## src/rtl/sequence_player.sv

```systemverilog
// Plays pattern-memory entries 0..level-1 as timed one-hot LED flashes.
// Per entry: 2 fetch cycles, ON_CYCLES lit, GAP_CYCLES dark; done held until start drops.
module sequence_player #(
   parameter int ON_CYCLES  = 12_500_000,
   parameter int GAP_CYCLES = 6_250_000,
   parameter int MAX_LEVEL  = 10,
   parameter int CNT_W      = $clog2(((ON_CYCLES > GAP_CYCLES) ? ON_CYCLES : GAP_CYCLES) + 1)
) (
   input  logic       clk,
   input  logic       reset,
   input  logic       start,
   input  logic [3:0] level,
   output logic       mem_rd_en,
   output logic [3:0] mem_addr,
   input  logic [1:0] mem_rd_data,
   output logic [3:0] led,
   output logic       busy,
   output logic       done
);

   typedef enum logic [2:0] {
      S_IDLE,
      S_FETCH,
      S_WAIT,
      S_ON,
      S_GAP,
      S_DONE
   } state_t;

   state_t           state_q, state_d;
   logic [3:0]       idx_q, idx_d;
   logic [3:0]       lvl_q, lvl_d;
   logic [1:0]       colour_q, colour_d;
   logic [CNT_W-1:0] cnt_q, cnt_d;
   logic [3:0]       lvl_clamped;

   assign lvl_clamped = (level > 4'(MAX_LEVEL)) ? 4'(MAX_LEVEL) : level;

   always_ff @(posedge clk) begin
      if (!reset) begin
         state_q  <= S_IDLE;
         idx_q    <= 4'd0;
         lvl_q    <= 4'd0;
         colour_q <= 2'd0;
         cnt_q    <= '0;
      end else begin
         state_q  <= state_d;
         idx_q    <= idx_d;
         lvl_q    <= lvl_d;
         colour_q <= colour_d;
         cnt_q    <= cnt_d;
      end
   end

   always_comb begin
      state_d  = state_q;
      idx_d    = idx_q;
      lvl_d    = lvl_q;
      colour_d = colour_q;
      cnt_d    = cnt_q;
      // Dropping start aborts any in-flight playback; a pending read is simply never latched.
      if (!start && state_q != S_IDLE) begin
         state_d = S_IDLE;
      end else begin
         case (state_q)
            S_IDLE: begin
               if (start) begin
                  lvl_d   = lvl_clamped;
                  idx_d   = 4'd0;
                  state_d = (lvl_clamped == 4'd0) ? S_DONE : S_FETCH;
               end
            end
            S_FETCH: state_d = S_WAIT;
            S_WAIT: begin
               colour_d = mem_rd_data;
               cnt_d    = '0;
               state_d  = S_ON;
            end
            S_ON: begin
               if (cnt_q == CNT_W'(ON_CYCLES - 1)) begin
                  cnt_d   = '0;
                  state_d = S_GAP;
               end else begin
                  cnt_d = cnt_q + 1'b1;
               end
            end
            S_GAP: begin
               if (cnt_q == CNT_W'(GAP_CYCLES - 1)) begin
                  cnt_d = '0;
                  if (idx_q == lvl_q - 4'd1) begin
                     state_d = S_DONE;
                  end else begin
                     idx_d   = idx_q + 4'd1;
                     state_d = S_FETCH;
                  end
               end else begin
                  cnt_d = cnt_q + 1'b1;
               end
            end
            S_DONE:  state_d = S_DONE;
            default: state_d = S_IDLE;
         endcase
      end
   end

   assign mem_rd_en = (state_q == S_FETCH);
   assign mem_addr  = (state_q == S_FETCH) ? idx_q : 4'd0;
   assign led       = (state_q == S_ON) ? (4'b0001 << colour_q) : 4'b0000;
   assign busy      = (state_q != S_IDLE);
   assign done      = (state_q == S_DONE);

endmodule

```

## config.mk

```make
export PLATFORM = sky130hd
export DESIGN_NAME = sequence_player
export DESIGN_NICKNAME = d
export VERILOG_FILES = /design/src/rtl/sequence_player.sv
export SDC_FILE = /design/constraint.sdc
export NUM_CORES = 1
export LEC_CHECK = 0
export CAP_MARGIN = 10
export CORE_UTILIZATION = 40
export CTS_BUF_LIST = sky130_fd_sc_hd__clkbuf_4 sky130_fd_sc_hd__clkbuf_8 sky130_fd_sc_hd__clkbuf_16
export CTS_CLUSTER_DIAMETER = 80
export CTS_CLUSTER_SIZE = 14
export DETAILED_ROUTE_END_ITERATION = 16
export PLACE_DENSITY_LB_ADDON = 0.1
export SYNTH_ARGS = -nofsm -noshare
export SYNTH_HDL_FRONTEND = slang
export SYNTH_SLANG_ARGS = --single-unit
```

## constraint.sdc

```tcl
create_clock -name clk -period 2.45 [get_ports clk]
set_input_delay 0.6125 -clock clk [delete_from_list [all_inputs] [get_ports clk]]
set_output_delay 0.6125 -clock clk [all_outputs]
set_load 0.02 [all_outputs]
```

==> flow_summary_export.csv <==
group,metric,value,unit
clocking,clk_path_buf_depth,2,
synthesis,async_flop_share,0,%
placement,dpl-instance-area,2630,µm²
floorplanning,start_util,41.6,%
power_and_ir_drop,max-vdd-ir-drop,0.352,mV
clocking,clockRootBuffer,"clkbuf_8",
floorplanning,dieArea,6070,µm²
final_layout,antenna_cells,0,
power_and_ir_drop,p_sw_share,37.6,%
synthesis,synth-simple-area-share,34.0,%
drt,post-route-drc-count,0,
final_layout,fin_util,49.7,%
drt,ant_nets,0,
setup_path,cp_data_arrival_time,1730,ps
sta,setup_slack,103,ps
synthesis,synth_top_family_by_area,"simple AND/OR/NAND/NOR gates",
synthesis,avgSynthCellArea,8.03,µm²
power_and_ir_drop,power.density,659,nW/µm²
synthesis,ys_warn_count,0,
final_layout,layout.nets,325,
floorplanning,rows,27,
power_and_ir_drop,internal_power,1.13,mW
synthesis,netlist_instances,287,
synthesis,synth_xor_area_share,6.08,%
sta,finalSetupViolations,0,
synthesis,ys_ff_latch,37,
drt,num_vias,2189,
placement,hpwl,4170,µm
setup_path,end_kind,"output pin",
floorplanning,io_pins,20,
synthesis,synth-compound-area-share,17.9,%
floorplanning,dieHeight,77.9,µm
sta,post-route-min-period,2350,ps
final_layout,final_area,2760,µm²
power_and_ir_drop,p_switching,0.684,mW
sta,max_freq,426,MHz
power_and_ir_drop,power_frac_clock,23.3,%
final_layout,syn_to_final_growth,19.5,%
drt,drt_first_pass_iters,4,
synthesis,synth-main-ff-cell,"dfxtp_1",
placement,port-buffer-count,19,
clocking,cts_made_buffers,5,
floorplanning,core_area,5540,µm²
floorplanning,die-width,77.9,µm
sta,worst_pin_slew,914,ps
sta,drv_slew,0,
power_and_ir_drop,power.total,1.82,mW
synthesis,synthesis.area,2300,µm²
sta,fin_crit_sh,95.8,%
synthesis,synthAdderAreaFrac,1.63,%
flow_run,cap_violations,0,
clocking,clock_sinks,37,
drt,routedWlPerCell,14.8,µm
clocking,clkTransAtPathRegs,80,ps
global_route,grt_start_max_net_pins,17,
final_layout,drive_gt1_share,12.7,%
clocking,cts_tree,"done",
clocking,ctsHtreeMaxLevel,2,
synthesis,synth_fp_nets,299,
synthesis,synth-edff-count,0,
drt,drt-initial-drc-count,108,
synthesis,synth.mux.area_fraction,3.04,%
clocking,insertion_delay,290,ps
power_and_ir_drop,static-leakage-power,1.07,nW
setup_path,cp-start-kind,"register",
placement,place_ws,89.5,ps
final_layout,layout_common_cells,"dfxtp_1, nand2_1, nor2_1",
final_layout,final_common_cell,"dfxtp_1",
clocking,cts_setup_buffers,0,
sta,slew_headroom,38.7,%
sta,finClkSkew,5.97,ps
drt,finalWirelength,5710,µm
setup_path,cp.required,1840,ps
drt,routed_via_density,5.67,
placement,place_congestion,0.828,
setup_path,criticalPathCategory,"reg2out",
setup_path,critPathMaxFanout,5,
status,status,"complete, no violations",
setup_path,reg2reg_slack,160,ps
synthesis,synth_cell_types,53,
global_route,grt_pass1_wl,9670,µm
sta,hold_viol,0,
power_and_ir_drop,p_seq_share,37.6,%
sta,rsz0062_at_grt,"false",
global_route,gr-usage-all-layers,20.1,%
final_layout,nFillCells,568,
power_and_ir_drop,pwr-share-comb,39.0,%
global_route,first_global_vias,2031,
synthesis,yosysSeqAreaShare,32.1,%
min_path,hold_path_class,"reg2reg",
global_route,antenna_found_initial,0,
global_route,grt-ovfl-total,0,
sta,fin_setup_tns,0,ps
[sequential cells by signal (all words and copies together), names as in the netlist]
signal    flops
state_q       3
lvl_q         4
colour_q      2
cnt_q        24
idx_q         4
[Yosys cell counts (all sizes together), types with 5 or more instances]
cell | instances | area, µm²
nor4 | 12 | 75.1
nor3 | 9 | 45.0
dfxtp | 37 | 741
nand4 | 12 | 75.1
nand3 | 18 | 90.1
xnor2 | 12 | 105
nor4b | 5 | 50.0
o211ai | 5 | 37.5
clkbuf | 14 | 52.6
nand2 | 24 | 90.1
and2 | 8 | 50.1
nor2 | 26 | 97.6
mux2i | 7 | 70.1
inv | 11 | 41.3
o21ai | 10 | 50.0
a21oi | 12 | 60.1
[power by group through the flow]
stage | clock (mW) | combinational [mW] | sequential [mW]
floorplan | 0 | 0.459 | 0.686
global placement | 0 | 0.690 | 0.693
detailed placement | 0 | 0.691 | 0.693
CTS | 0.436 | 0.701 | 0.681
global route | 0.462 | 0.775 | 0.693
finish | 0.424 | 0.709 | 0.684
[layout make-up]
type	instances	area, µm²	share of cell area (%)
multi-input cells	222	1460	53.0
flip-flops and latches	37	741	26.9
clock inverters	3	17.5	0.636
inverters	11	41.3	1.50
repair buffers	36	335	12.2
clock buffers	5	68.8	2.50
well taps	72	90.1	3.27
[cells by family after synthesis]
kind of cell,count (synthesis)
and+or+nand+nor,139
AOI/OAI and AO/OA,57
DFF,37
buffers and inverters,28
xor gates and xnor gates,16
muxes,7
adders and majority gates,3
[worst paths after layout]
check,depth (start not counted),start,endpoint
worst max-delay path,4,state_q[2]$_SDFFE_PP0P_,mem_addr[2]
worst min-delay path,2,lvl_q[3]$_SDFFE_PN0P_,lvl_q[3]$_SDFFE_PN0P_
worst max register to register,8,cnt_q[1]$_SDFFE_PN0P_,cnt_q[15]$_SDFFE_PN0P_
worst min register to register,2,lvl_q[3]$_SDFFE_PN0P_,lvl_q[3]$_SDFFE_PN0P_
[worst max-delay path, stage by stage (launching register included)]
cell	delay, ps
dfxtp_1	310
nand2b_2	240
nor2_4	160
and2_1	140
clkdlybuf4s50_1	590
[routing by layer]
layer  share of wire (%)  GRT usage [%]  vias up
met5                   0              0        -
met4                 1.1           6.11        0
met3                 3.0           3.53        7
met2                  45           31.7       36
met1                  50           27.9     1039
li1                    -              -     1107
[through the flow]
step,hold WS [ps],instances
floorplan,449,287
global placement,458,378
detailed placement,464,378
CTS,475,386
global route,518,386
finish,476,386
[what timing repair did]
action                     in CTS  in global routing
resized for setup               2                 11
hold buffers                    0                  0
cloned                          0                  0
setup endpoints to repair       7                 11
Power figures use the tool's default switching activity.
==> patch, RTL diff (same settings) <==
Re-encode `state_t` (6 states) as one-hot, 6 bits wide.
--- a/src/rtl/sequence_player.sv
+++ b/src/rtl/sequence_player.sv
@@ -18,13 +18,13 @@
    output logic       done
 );
 
-   typedef enum logic [2:0] {
-      S_IDLE,
-      S_FETCH,
-      S_WAIT,
-      S_ON,
-      S_GAP,
-      S_DONE
+   typedef enum logic [5:0] {
+      S_IDLE  = 6'b000001,
+      S_FETCH = 6'b000010,
+      S_WAIT  = 6'b000100,
+      S_ON    = 6'b001000,
+      S_GAP   = 6'b010000,
+      S_DONE  = 6'b100000
    } state_t;
 
    state_t           state_q, state_d;
Check against the original RTL: same outputs for any inputs over 10 cycles, from zero or initial values and one cycle with reset low; not proved beyond that.
==> patch against the unedited design <==
  * The flow now finishes with violations (negative setup slack)
  * Design area increased by 9.1%
  * Largest cell class unchanged
  * Routed wire length is 1.8% higher
  * Setup slack lost 0.15 ns
  * Fmax decreased by 6.0%
  * Sequential cell count grew 3
  * Synthesized cell count up 2.4%
  * Area after synthesis up 6.9%
  * Utilization increased by 1.0 points
Power is not compared: it rests on default switching activity, and its combinational part moved more than twofold at a synthesized area within 25%.
==> patch: results (changes against the unedited design) <==
[worst_setup_path]
worstSetupStartpoint = state_q[5]
cp_max_fo = 3  ; -2
rr_startpoint = cnt_q[6]
worstPathArrival_ns = 1.88  ; +0.15 ns
ff2ff_setup_slack_ns = 0.18  ; +0.02 ns

[grt]
track_usage_pct = 20.1  ; -0.077 points
grt_max_degree = 20  ; +3
grt_pass1_vias = 2020  ; -0.54%
grt_pass1_wl_um = 9980  ; +3.2%

[sta]
hold_ws_ns = 0.480  ; +0.00418 ns
slew_headroom_pct = 58.4  ; +20 points
skew_ns = 0.00705  ; +0.00108 ns
setup_ws_ns = -0.0460  ; -0.149 ns
setup_viol = 7  ; +7

[run_status]
violations = negative setup slack
status = finished, violations left

[synthesis]
synth_area_per_cell_um2 = 8.38  ; +4.4%
seq_area_frac_synth_pct = 32.5  ; +0.35 points
synth_compound_area_share_pct = 15.3  ; -2.5 points
synth_area_leaders = dfxtp_1, xnor2_1, nand2_1
yosys.area_share.adder_pct = 1.52  ; -0.11 points
synthMuxAreaShare_pct = 0.863  ; -2.2 points
synthXorXnorAreaFrac_pct = 8.38  ; +2.3 points
syn_nets = 306  ; +2.3%
synthTopCellsByCount = dfxtp_1, nand2_1, nor2_1, nor3_1, xnor2_1

[cells_and_area]
nFillCells = 565  ; -0.53%
fin_cells = 408  ; +5.7%
nets = 344  ; +5.8%

[placement]
hpwl_um = 4230  ; +1.4%
gp_congestion = 0.862  ; +4.2%
pre_cts_ws_ns = -0.202  ; -0.291 ns
dpl.cell_count = 396  ; +4.8%
place_area_mm2 = 0.00284  ; +8.0%

[power]
finalPower_w = 0.00126

[detailed_routing]
first_iter_violations = 77  ; -29%
wirelength_um = 5810  ; +1.8%
viasPerCell = 5.39  ; -4.9%

[patch: cell types whose count changed in the layout (fill, tap and decap cells not counted), sizes merged, moves of 5 or more]
cell | unedited run | this run
o21ai | 10 | 5
nor3 | 9 | 17
mux2i | 7 | 1
nand4 | 12 | 6
a21oi | 12 | 4
buf | 17 | 39
nand2 | 24 | 35
dlymetal6s2s | 7 | 0
[patch: cell type report]
| class | count | area share (%) |
|---|---|---|
| clock inverters | 2 | 0.333 |
| repair buffers | 49 | 13.9 |
| clock buffers | 6 | 2.75 |
| inverters | 11 | 1.37 |
| flip-flops and latches | 40 | 26.7 |
| multi-input cells | 225 | 51.7 |
| well taps | 75 | 3.12 |
[patch: worst max-delay path: stages, from the launching register on]
cell	delay (ns)
dfxtp_2	0.32
or4_4	0.54
or3b_4	0.41
nor3b_2	0.16
buf_4	0.16
[patch: kinds of logic (layout without fill, tap and decap cells)]
family / count (synthesis) / count (layout)
simple gates: 151 / 151
flops: 40 / 40
buf+inv: 29 / 68
fa+ha+maj: 3 / 3
xor+xnor: 22 / 22
mux: 2 / 2
compound gates: 47 / 47
[patch: per-layer routing]
metal / vias up / track usage, % / part of all wire, %
met5: - / 0 / 0
met4: 0 / 6.79 / 1.3
met3: 8 / 3.41 / 3.0
met2: 28 / 30.3 / 44
met1: 1028 / 28.5 / 52
li1: 1136 / - / -
[patch: worst paths after layout]
kind                            endpoint  cells after the start
worst min register to register  lvl_q[3]                      2
worst max register to register  idx_q[2]                      6
worst min-delay path            lvl_q[3]                      2
worst max-delay path              led[2]                      4
[patch: repair_timing]
item | CTS | global route
pin swaps | 3 | 5
resized for setup | 56 | 7
cloned | 0 | 0
setup buffers | 0 | 4
endpoints found under the hold margin | 0 | 0
setup endpoints to repair | 11 | 26
